**src/rtl/mem_ctrl_pkg.sv**
```systemverilog
// Shared types and constants for the main-memory access controller and its arbiter.
package mem_ctrl_pkg;

  localparam int DEF_ADDR_WIDTH   = 32;
  localparam int DEF_DATA_WIDTH   = 32;
  localparam int DEF_READ_LATENCY = 1;
  localparam int LAT_CNT_WIDTH    = 4;

  localparam logic CH_FETCH = 1'b0;
  localparam logic CH_DATA  = 1'b1;

  typedef enum logic [1:0] {
    IDLE,
    WRITE,
    READ,
    RESP
  } state_e;

  function automatic logic other_channel(input logic ch);
    return (ch == CH_DATA) ? CH_FETCH : CH_DATA;
  endfunction

endpackage

```
**src/rtl/mem_access_controller_rr_arbiter2.sv**
```systemverilog
// Two-request round-robin arbiter; the channel not granted last wins a tie.
module rr_arbiter2
  import mem_ctrl_pkg::*;
(
  input  logic clk,
  input  logic rst_n,
  input  logic enable_i,
  input  logic req_fetch_i,
  input  logic req_data_i,
  input  logic accept_i,
  output logic gnt_fetch_o,
  output logic gnt_data_o,
  output logic gnt_id_o
);

  logic last_grant_q;
  logic last_grant_d;
  logic tie_winner;

  assign tie_winner = other_channel(last_grant_q);

  always_comb begin
    gnt_fetch_o = 1'b0;
    gnt_data_o  = 1'b0;
    if (enable_i) begin
      if (req_fetch_i && req_data_i) begin
        gnt_fetch_o = (tie_winner == CH_FETCH);
        gnt_data_o  = (tie_winner == CH_DATA);
      end else begin
        gnt_fetch_o = req_fetch_i;
        gnt_data_o  = req_data_i;
      end
    end
  end

  assign gnt_id_o     = gnt_data_o ? CH_DATA : CH_FETCH;
  assign last_grant_d = accept_i ? gnt_id_o : last_grant_q;

  // Reset leaves DATA as last winner so a tie straight out of reset goes to FETCH.
  always_ff @(posedge clk or negedge rst_n) begin
    if (!rst_n) begin
      last_grant_q <= CH_DATA;
    end else begin
      last_grant_q <= last_grant_d;
    end
  end

endmodule

```
**src/rtl/mem_access_controller.sv**
```systemverilog
// Arbitrates instruction-fetch and load/store requests onto one single-port
// synchronous main memory with byte-enabled writes and a configurable read latency.
module mem_access_controller
  import mem_ctrl_pkg::*;
#(
  parameter int ADDR_WIDTH   = DEF_ADDR_WIDTH,
  parameter int DATA_WIDTH   = DEF_DATA_WIDTH,
  parameter int READ_LATENCY = DEF_READ_LATENCY
) (
  input  logic                    clk,
  input  logic                    rst_n,
  input  logic                    if_req_valid,
  output logic                    if_req_ready,
  input  logic [ADDR_WIDTH-1:0]   if_req_addr,
  output logic                    if_rsp_valid,
  output logic [DATA_WIDTH-1:0]   if_rsp_data,
  input  logic                    d_req_valid,
  output logic                    d_req_ready,
  input  logic                    d_req_we,
  input  logic [ADDR_WIDTH-1:0]   d_req_addr,
  input  logic [DATA_WIDTH-1:0]   d_req_wdata,
  input  logic [DATA_WIDTH/8-1:0] d_req_be,
  output logic                    d_rsp_valid,
  output logic [DATA_WIDTH-1:0]   d_rsp_data,
  output logic [ADDR_WIDTH-1:0]   mem_read_address,
  output logic [ADDR_WIDTH-1:0]   mem_write_address,
  output logic [DATA_WIDTH-1:0]   mem_write_data,
  output logic                    mem_write_enable,
  output logic [DATA_WIDTH/8-1:0] mem_byte_enable,
  input  logic [DATA_WIDTH-1:0]   mem_read_data,
  output logic                    busy
);

  localparam int BE_WIDTH = DATA_WIDTH / 8;
  localparam logic [LAT_CNT_WIDTH-1:0] LAT_LAST = LAT_CNT_WIDTH'(READ_LATENCY);

  state_e                   state_q, state_d;
  logic                     ch_q, ch_d;
  logic [LAT_CNT_WIDTH-1:0] cnt_q, cnt_d;
  logic [ADDR_WIDTH-1:0]    mem_read_address_q, mem_read_address_d;
  logic [ADDR_WIDTH-1:0]    mem_write_address_q, mem_write_address_d;
  logic [DATA_WIDTH-1:0]    mem_write_data_q, mem_write_data_d;
  logic                     mem_write_enable_q, mem_write_enable_d;
  logic [BE_WIDTH-1:0]      mem_byte_enable_q, mem_byte_enable_d;
  logic                     if_rsp_valid_q, if_rsp_valid_d;
  logic [DATA_WIDTH-1:0]    if_rsp_data_q, if_rsp_data_d;
  logic                     d_rsp_valid_q, d_rsp_valid_d;
  logic [DATA_WIDTH-1:0]    d_rsp_data_q, d_rsp_data_d;

  logic arb_enable;
  logic gnt_fetch;
  logic gnt_data;
  logic gnt_id;
  logic accept;

  // Requests are only considered while idle and out of reset, so ready never leaks.
  assign arb_enable = (state_q == IDLE) && rst_n;
  assign accept     = (if_req_valid && gnt_fetch) || (d_req_valid && gnt_data);

  rr_arbiter2 u_arb (
    .clk         (clk),
    .rst_n       (rst_n),
    .enable_i    (arb_enable),
    .req_fetch_i (if_req_valid),
    .req_data_i  (d_req_valid),
    .accept_i    (accept),
    .gnt_fetch_o (gnt_fetch),
    .gnt_data_o  (gnt_data),
    .gnt_id_o    (gnt_id)
  );

  assign if_req_ready = gnt_fetch;
  assign d_req_ready  = gnt_data;

  always_comb begin
    state_d             = state_q;
    ch_d                = ch_q;
    cnt_d               = cnt_q;
    mem_read_address_d  = mem_read_address_q;
    mem_write_address_d = mem_write_address_q;
    mem_write_data_d    = mem_write_data_q;
    mem_write_enable_d  = 1'b0;
    mem_byte_enable_d   = '0;
    if_rsp_valid_d      = 1'b0;
    if_rsp_data_d       = if_rsp_data_q;
    d_rsp_valid_d       = 1'b0;
    d_rsp_data_d        = d_rsp_data_q;

    unique case (state_q)
      IDLE: begin
        if (accept) begin
          ch_d = gnt_id;
          // A store is issued and acknowledged in the same following cycle.
          if ((gnt_id == CH_DATA) && d_req_we) begin
            state_d             = WRITE;
            mem_write_address_d = d_req_addr;
            mem_write_data_d    = d_req_wdata;
            mem_byte_enable_d   = d_req_be;
            mem_write_enable_d  = 1'b1;
            d_rsp_valid_d       = 1'b1;
            d_rsp_data_d        = '0;
          end else begin
            state_d            = READ;
            cnt_d              = '0;
            mem_read_address_d = (gnt_id == CH_DATA) ? d_req_addr : if_req_addr;
          end
        end
      end
      WRITE: begin
        state_d = IDLE;
      end
      READ: begin
        if (cnt_q == LAT_LAST) begin
          state_d = RESP;
          if (ch_q == CH_DATA) begin
            d_rsp_data_d  = mem_read_data;
            d_rsp_valid_d = 1'b1;
          end else begin
            if_rsp_data_d  = mem_read_data;
            if_rsp_valid_d = 1'b1;
          end
        end else begin
          cnt_d = cnt_q + 1'b1;
        end
      end
      RESP: begin
        state_d = IDLE;
      end
      default: begin
        state_d = IDLE;
      end
    endcase
  end

  always_ff @(posedge clk or negedge rst_n) begin
    if (!rst_n) begin
      state_q             <= IDLE;
      ch_q                <= CH_DATA;
      cnt_q               <= '0;
      mem_read_address_q  <= '0;
      mem_write_address_q <= '0;
      mem_write_data_q    <= '0;
      mem_write_enable_q  <= 1'b0;
      mem_byte_enable_q   <= '0;
      if_rsp_valid_q      <= 1'b0;
      if_rsp_data_q       <= '0;
      d_rsp_valid_q       <= 1'b0;
      d_rsp_data_q        <= '0;
    end else begin
      state_q             <= state_d;
      ch_q                <= ch_d;
      cnt_q               <= cnt_d;
      mem_read_address_q  <= mem_read_address_d;
      mem_write_address_q <= mem_write_address_d;
      mem_write_data_q    <= mem_write_data_d;
      mem_write_enable_q  <= mem_write_enable_d;
      mem_byte_enable_q   <= mem_byte_enable_d;
      if_rsp_valid_q      <= if_rsp_valid_d;
      if_rsp_data_q       <= if_rsp_data_d;
      d_rsp_valid_q       <= d_rsp_valid_d;
      d_rsp_data_q        <= d_rsp_data_d;
    end
  end

  assign mem_read_address  = mem_read_address_q;
  assign mem_write_address = mem_write_address_q;
  assign mem_write_data    = mem_write_data_q;
  assign mem_write_enable  = mem_write_enable_q;
  assign mem_byte_enable   = mem_byte_enable_q;
  assign if_rsp_valid      = if_rsp_valid_q;
  assign if_rsp_data       = if_rsp_data_q;
  assign d_rsp_valid       = d_rsp_valid_q;
  assign d_rsp_data        = d_rsp_data_q;
  assign busy              = (state_q != IDLE);

endmodule

```
**config.mk**
```make
export PLATFORM = sky130hd
export DESIGN_NAME = mem_access_controller
export DESIGN_NICKNAME = d
export VERILOG_FILES = /design/src/rtl/mem_ctrl_pkg.sv /design/src/rtl/mem_access_controller_rr_arbiter2.sv /design/src/rtl/mem_access_controller.sv
export SDC_FILE = /design/constraint.sdc
export NUM_CORES = 1
export LEC_CHECK = 0
export ABC_AREA = 1
export CAP_MARGIN = 20
export CORE_ASPECT_RATIO = 0.75
export CORE_MARGIN = 4
export CORE_UTILIZATION = 43
export DETAILED_ROUTE_END_ITERATION = 10
export PLACE_DENSITY = 0.79
export SLEW_MARGIN = 20
export SYNTH_ARGS = -nofsm -noshare
export SYNTH_HDL_FRONTEND = slang
export SYNTH_SLANG_ARGS = --single-unit
```
**constraint.sdc**
```tcl
create_clock -name clk -period 1.8 [get_ports clk]
set_clock_uncertainty 0.1 [all_clocks]
set_input_delay 0.36 -clock clk [delete_from_list [all_inputs] [get_ports clk]]
set_output_delay 0.36 -clock clk [all_outputs]
set_load 0.005 [all_outputs]
```
==> results.md <==
- DRC violations left: 0
- Detail Route Antenna Nets: 0
- Failing checks: negative setup slack
- Biggest area consumer among synthesized cells: dfrtp_1
- Seq/Total Area, Yosys: 0.598
- Gpl congestion: approximately 0.85
- DR vias: 7,037
- Min cycle time layout: 1890 ps
- Reg2reg end: mem_write_address[6]
- DP Area: ~11,000 sq um
- Seq cells post-synth: 175
- EDFF count, synth: 0
- First-pass GRT wire length: 36.1 mm
- Power per cell area: approximately 1600 nW/um^2
- Static leakage: around 6.6 nW
- Maximum VDD drop: a little over 0.0008 V
- Crit path max-delay family: buffers and inverters
- Drt first pass iters: 5
- DP Cell Count: between 1,000 and 1,500
- Port Buf Inserts: between 300 and 400
- Ys Warns: 0
- Post-Route WL: ~24 mm
- RSZ-0062 raised after global routing: true
- Layout cell share with drive strength beyond 1: 0.149
- Crit-path cells: nor2_4, buf_6, buf_6, nand2_4, nor2_8, buf_4, nand2_8, clkbuf_16, clkbuf_16, nand2_1, o21ai_0
- CP required: around 2000 ps
- Sinks on Clock Net: approximately 180
- TNS Setup: -3190 ps
- Setup Viol. Count Final: 91
- Cell area after synthesis: about 7300 sq um
- Worst slack, placed: -365 ps
- Core Area: around 17,000 sq um
- Die H: roughly 120 microns
- FFs w/ async S/R, synth: 1.00
- TritonCTS clock tree: yes
- Post-DP HPWL: 16.1 mm
- Hold Path Class: in -> async
- Routed WL per cell: between 15 and 20 microns
- Total CTS buffers: 17
- Worst-skew pair later-pin latency: 410 ps
- Max Fclk: between 0.5 and 0.6 GHz
- Result of the run: finished with violations
- Worst-path fanout max: 21
- Pins Over Slew Limit: 0
- Reg-to-reg startpoint: state_q[1]
- Power Total: ~20 mW
- Pin count of the biggest net entering global routing: between 100 and 150
- Setup WS post-layout: -86.8 ps
- Number of global-route vias before repair: approximately 6,900
- Syn Area/Cell: 8.74 sq um
- Synth top area cells: dfrtp_1 (59%), nand2_1 (20%), o21ai_0 (2.6%)
- Maxcap violations: 0
- Area Growth Syn to Fin: 67.7%
- Slowest-stage cell, CP: dfrtp_1
- Number of hold buffers added after cts: 0
- Area share of the largest cell type after synthesis: 0.591
- Synth cell count leaders: nand2_1 (397), dfrtp_1 (173), inv_1 (40)
- IO Count: 307
- Gr ovfl total: 0
- Fin crit share: 1.05
- Clock transition at the registers of the reported paths: ~60 ps
- Initial antenna violation count: 0
- DR vias/cell: just under 5
- Final count of hold timing violations: 0
- Starting Density: 0.437
- Root Buffer Master: clkbuf_16
- Crit path DAT: approximately 2100 ps
- CTS Buffer Depth: 2
- Worst Path Buf+Inv: 5
- Gr usage total: 0.237
- Core Rows: between 40 and 50
- Post-Layout Cell Count: about 1,400
- Iter 0 DRT Violations: 571
- Worst slew pin tran: around 730 ps
- Htree depth: 4
- Most numerous cell in the Yosys netlist: nand2_1
- Worst setup SP type: flip-flop
- Synthesized net count: 977
- CP Capture Type: flip-flop
- Finished Cell Area: roughly 12,000 sq um
- Netlist cell types: 27
- Max-Slew Margin vs Limit: 0.513
- Crit path largest cell delay: about 410 ps
- Worst R2R Setup Slack: -90 ps
- Main flop type after synthesis: dfrtp_1
- Synth Instances: 838
- Die area: ~19,000 sq um
- ANT cells: 0
- Reg2reg path depth: 11
- Nets: about 1,300
- Die Span X: approximately 160 microns
- CP Class: reg -> reg
==> worst reg2reg max path, delay by kind of cell (launching register included) <==
kind,cells,cell delay [ps]
AOI/OAI and AO/OA,1,70
buffers and inverters,5,730
DFF,1,410
and+or+nand+nor,5,460
==> what timing repair did <==
action	in CTS	in global routing
cloned	3	10
setup buffers	17	7
endpoints found under the setup margin	114	243
pin swaps	4	6
gates resized for setup	59	100
==> registers in the layout (all words and copies together) (netlist names) <==
signal and count:
mem_write_enable 1, if_rsp_valid 1, u_arb.last_grant_q 1, mem_byte_enable 4, ch_q 1, d_rsp_data 32, if_rsp_data 32, mem_write_data 32
cnt_q 4, d_rsp_valid 1, state_q 2, mem_write_address 32, mem_read_address 32
==> placed cells by master, fill, tap and decap left out, types with 14 or more instances in the layout <==
cell type / instances
clkbuf_16: 25
o21ai_1: 30
inv_1: 37
buf_6: 14
a21oi_2: 18
nand3_1: 34
dlymetal6s2s_1: 63
buf_4: 48
nor2_1: 23
o21ai_0: 21
a21oi_1: 15
dfrtp_1: 173
clkdlybuf4s50_1: 233
nor2_2: 16
nand2_1: 390
==> through the flow <==
| stage | hold WS, ps | utilization |
|---|---|---|
| after floorplan | -35.6 | - |
| final | 77.3 | 0.732 |
| after global routing | 104 | 0.732 |
| after CTS | 77.7 | 0.701 |
| after detailed placement | 364 | 0.647 |
| after global placement | 362 | 0.647 |
==> cell type report <==
class | count | area, sq um
Timing Repair Buffer | 387 | 4200
Clock inverter | 14 | 181
Inverter | 42 | 158
Fill cell | 1185 | 4490
Multi-Input combinational cell | 576 | 2670
Tap cell | 215 | 269
Sequential cell | 175 | 4380
Clock buffer | 17 | 425
==> report_power, final <==
part           internal, mW  switching [mW]
Clock                  2.20            1.58
Sequential             5.81            1.07
Combinational          5.14            3.96
==> kinds of logic after synthesis <==
kind of cell	after synthesis	synth area share
AOI/OAI and AO/OA	87	0.0682
DFF	175	0.598
buffers and inverters	88	0.0603
xor gates and xnor gates	2	0.00239
adders and majority gates	2	0.00342
and+or+nand+nor	484	0.268
==> worst max-delay path by stage <==
stage,start,end,cells after the start
2_1_floorplan,u_arb.last_grant_q,d_rsp_data[24],9
3_3_place_gp,d_req_valid,if_req_ready,5
3_5_place_dp,if_req_valid,d_req_ready,5
4_1_cts,state_q[0],d_req_ready,6
5_1_grt,state_q[1],mem_read_address[4],11
6_report,state_q[1],mem_write_address[6],11
==> layer usage <==
layer,global-route usage,routed length (microns)
met5,0,0
met4,0.0705,412
met3,0.0852,2160
met2,0.395,11700
met1,0.292,10100
(Power assumes the default switching activity.)
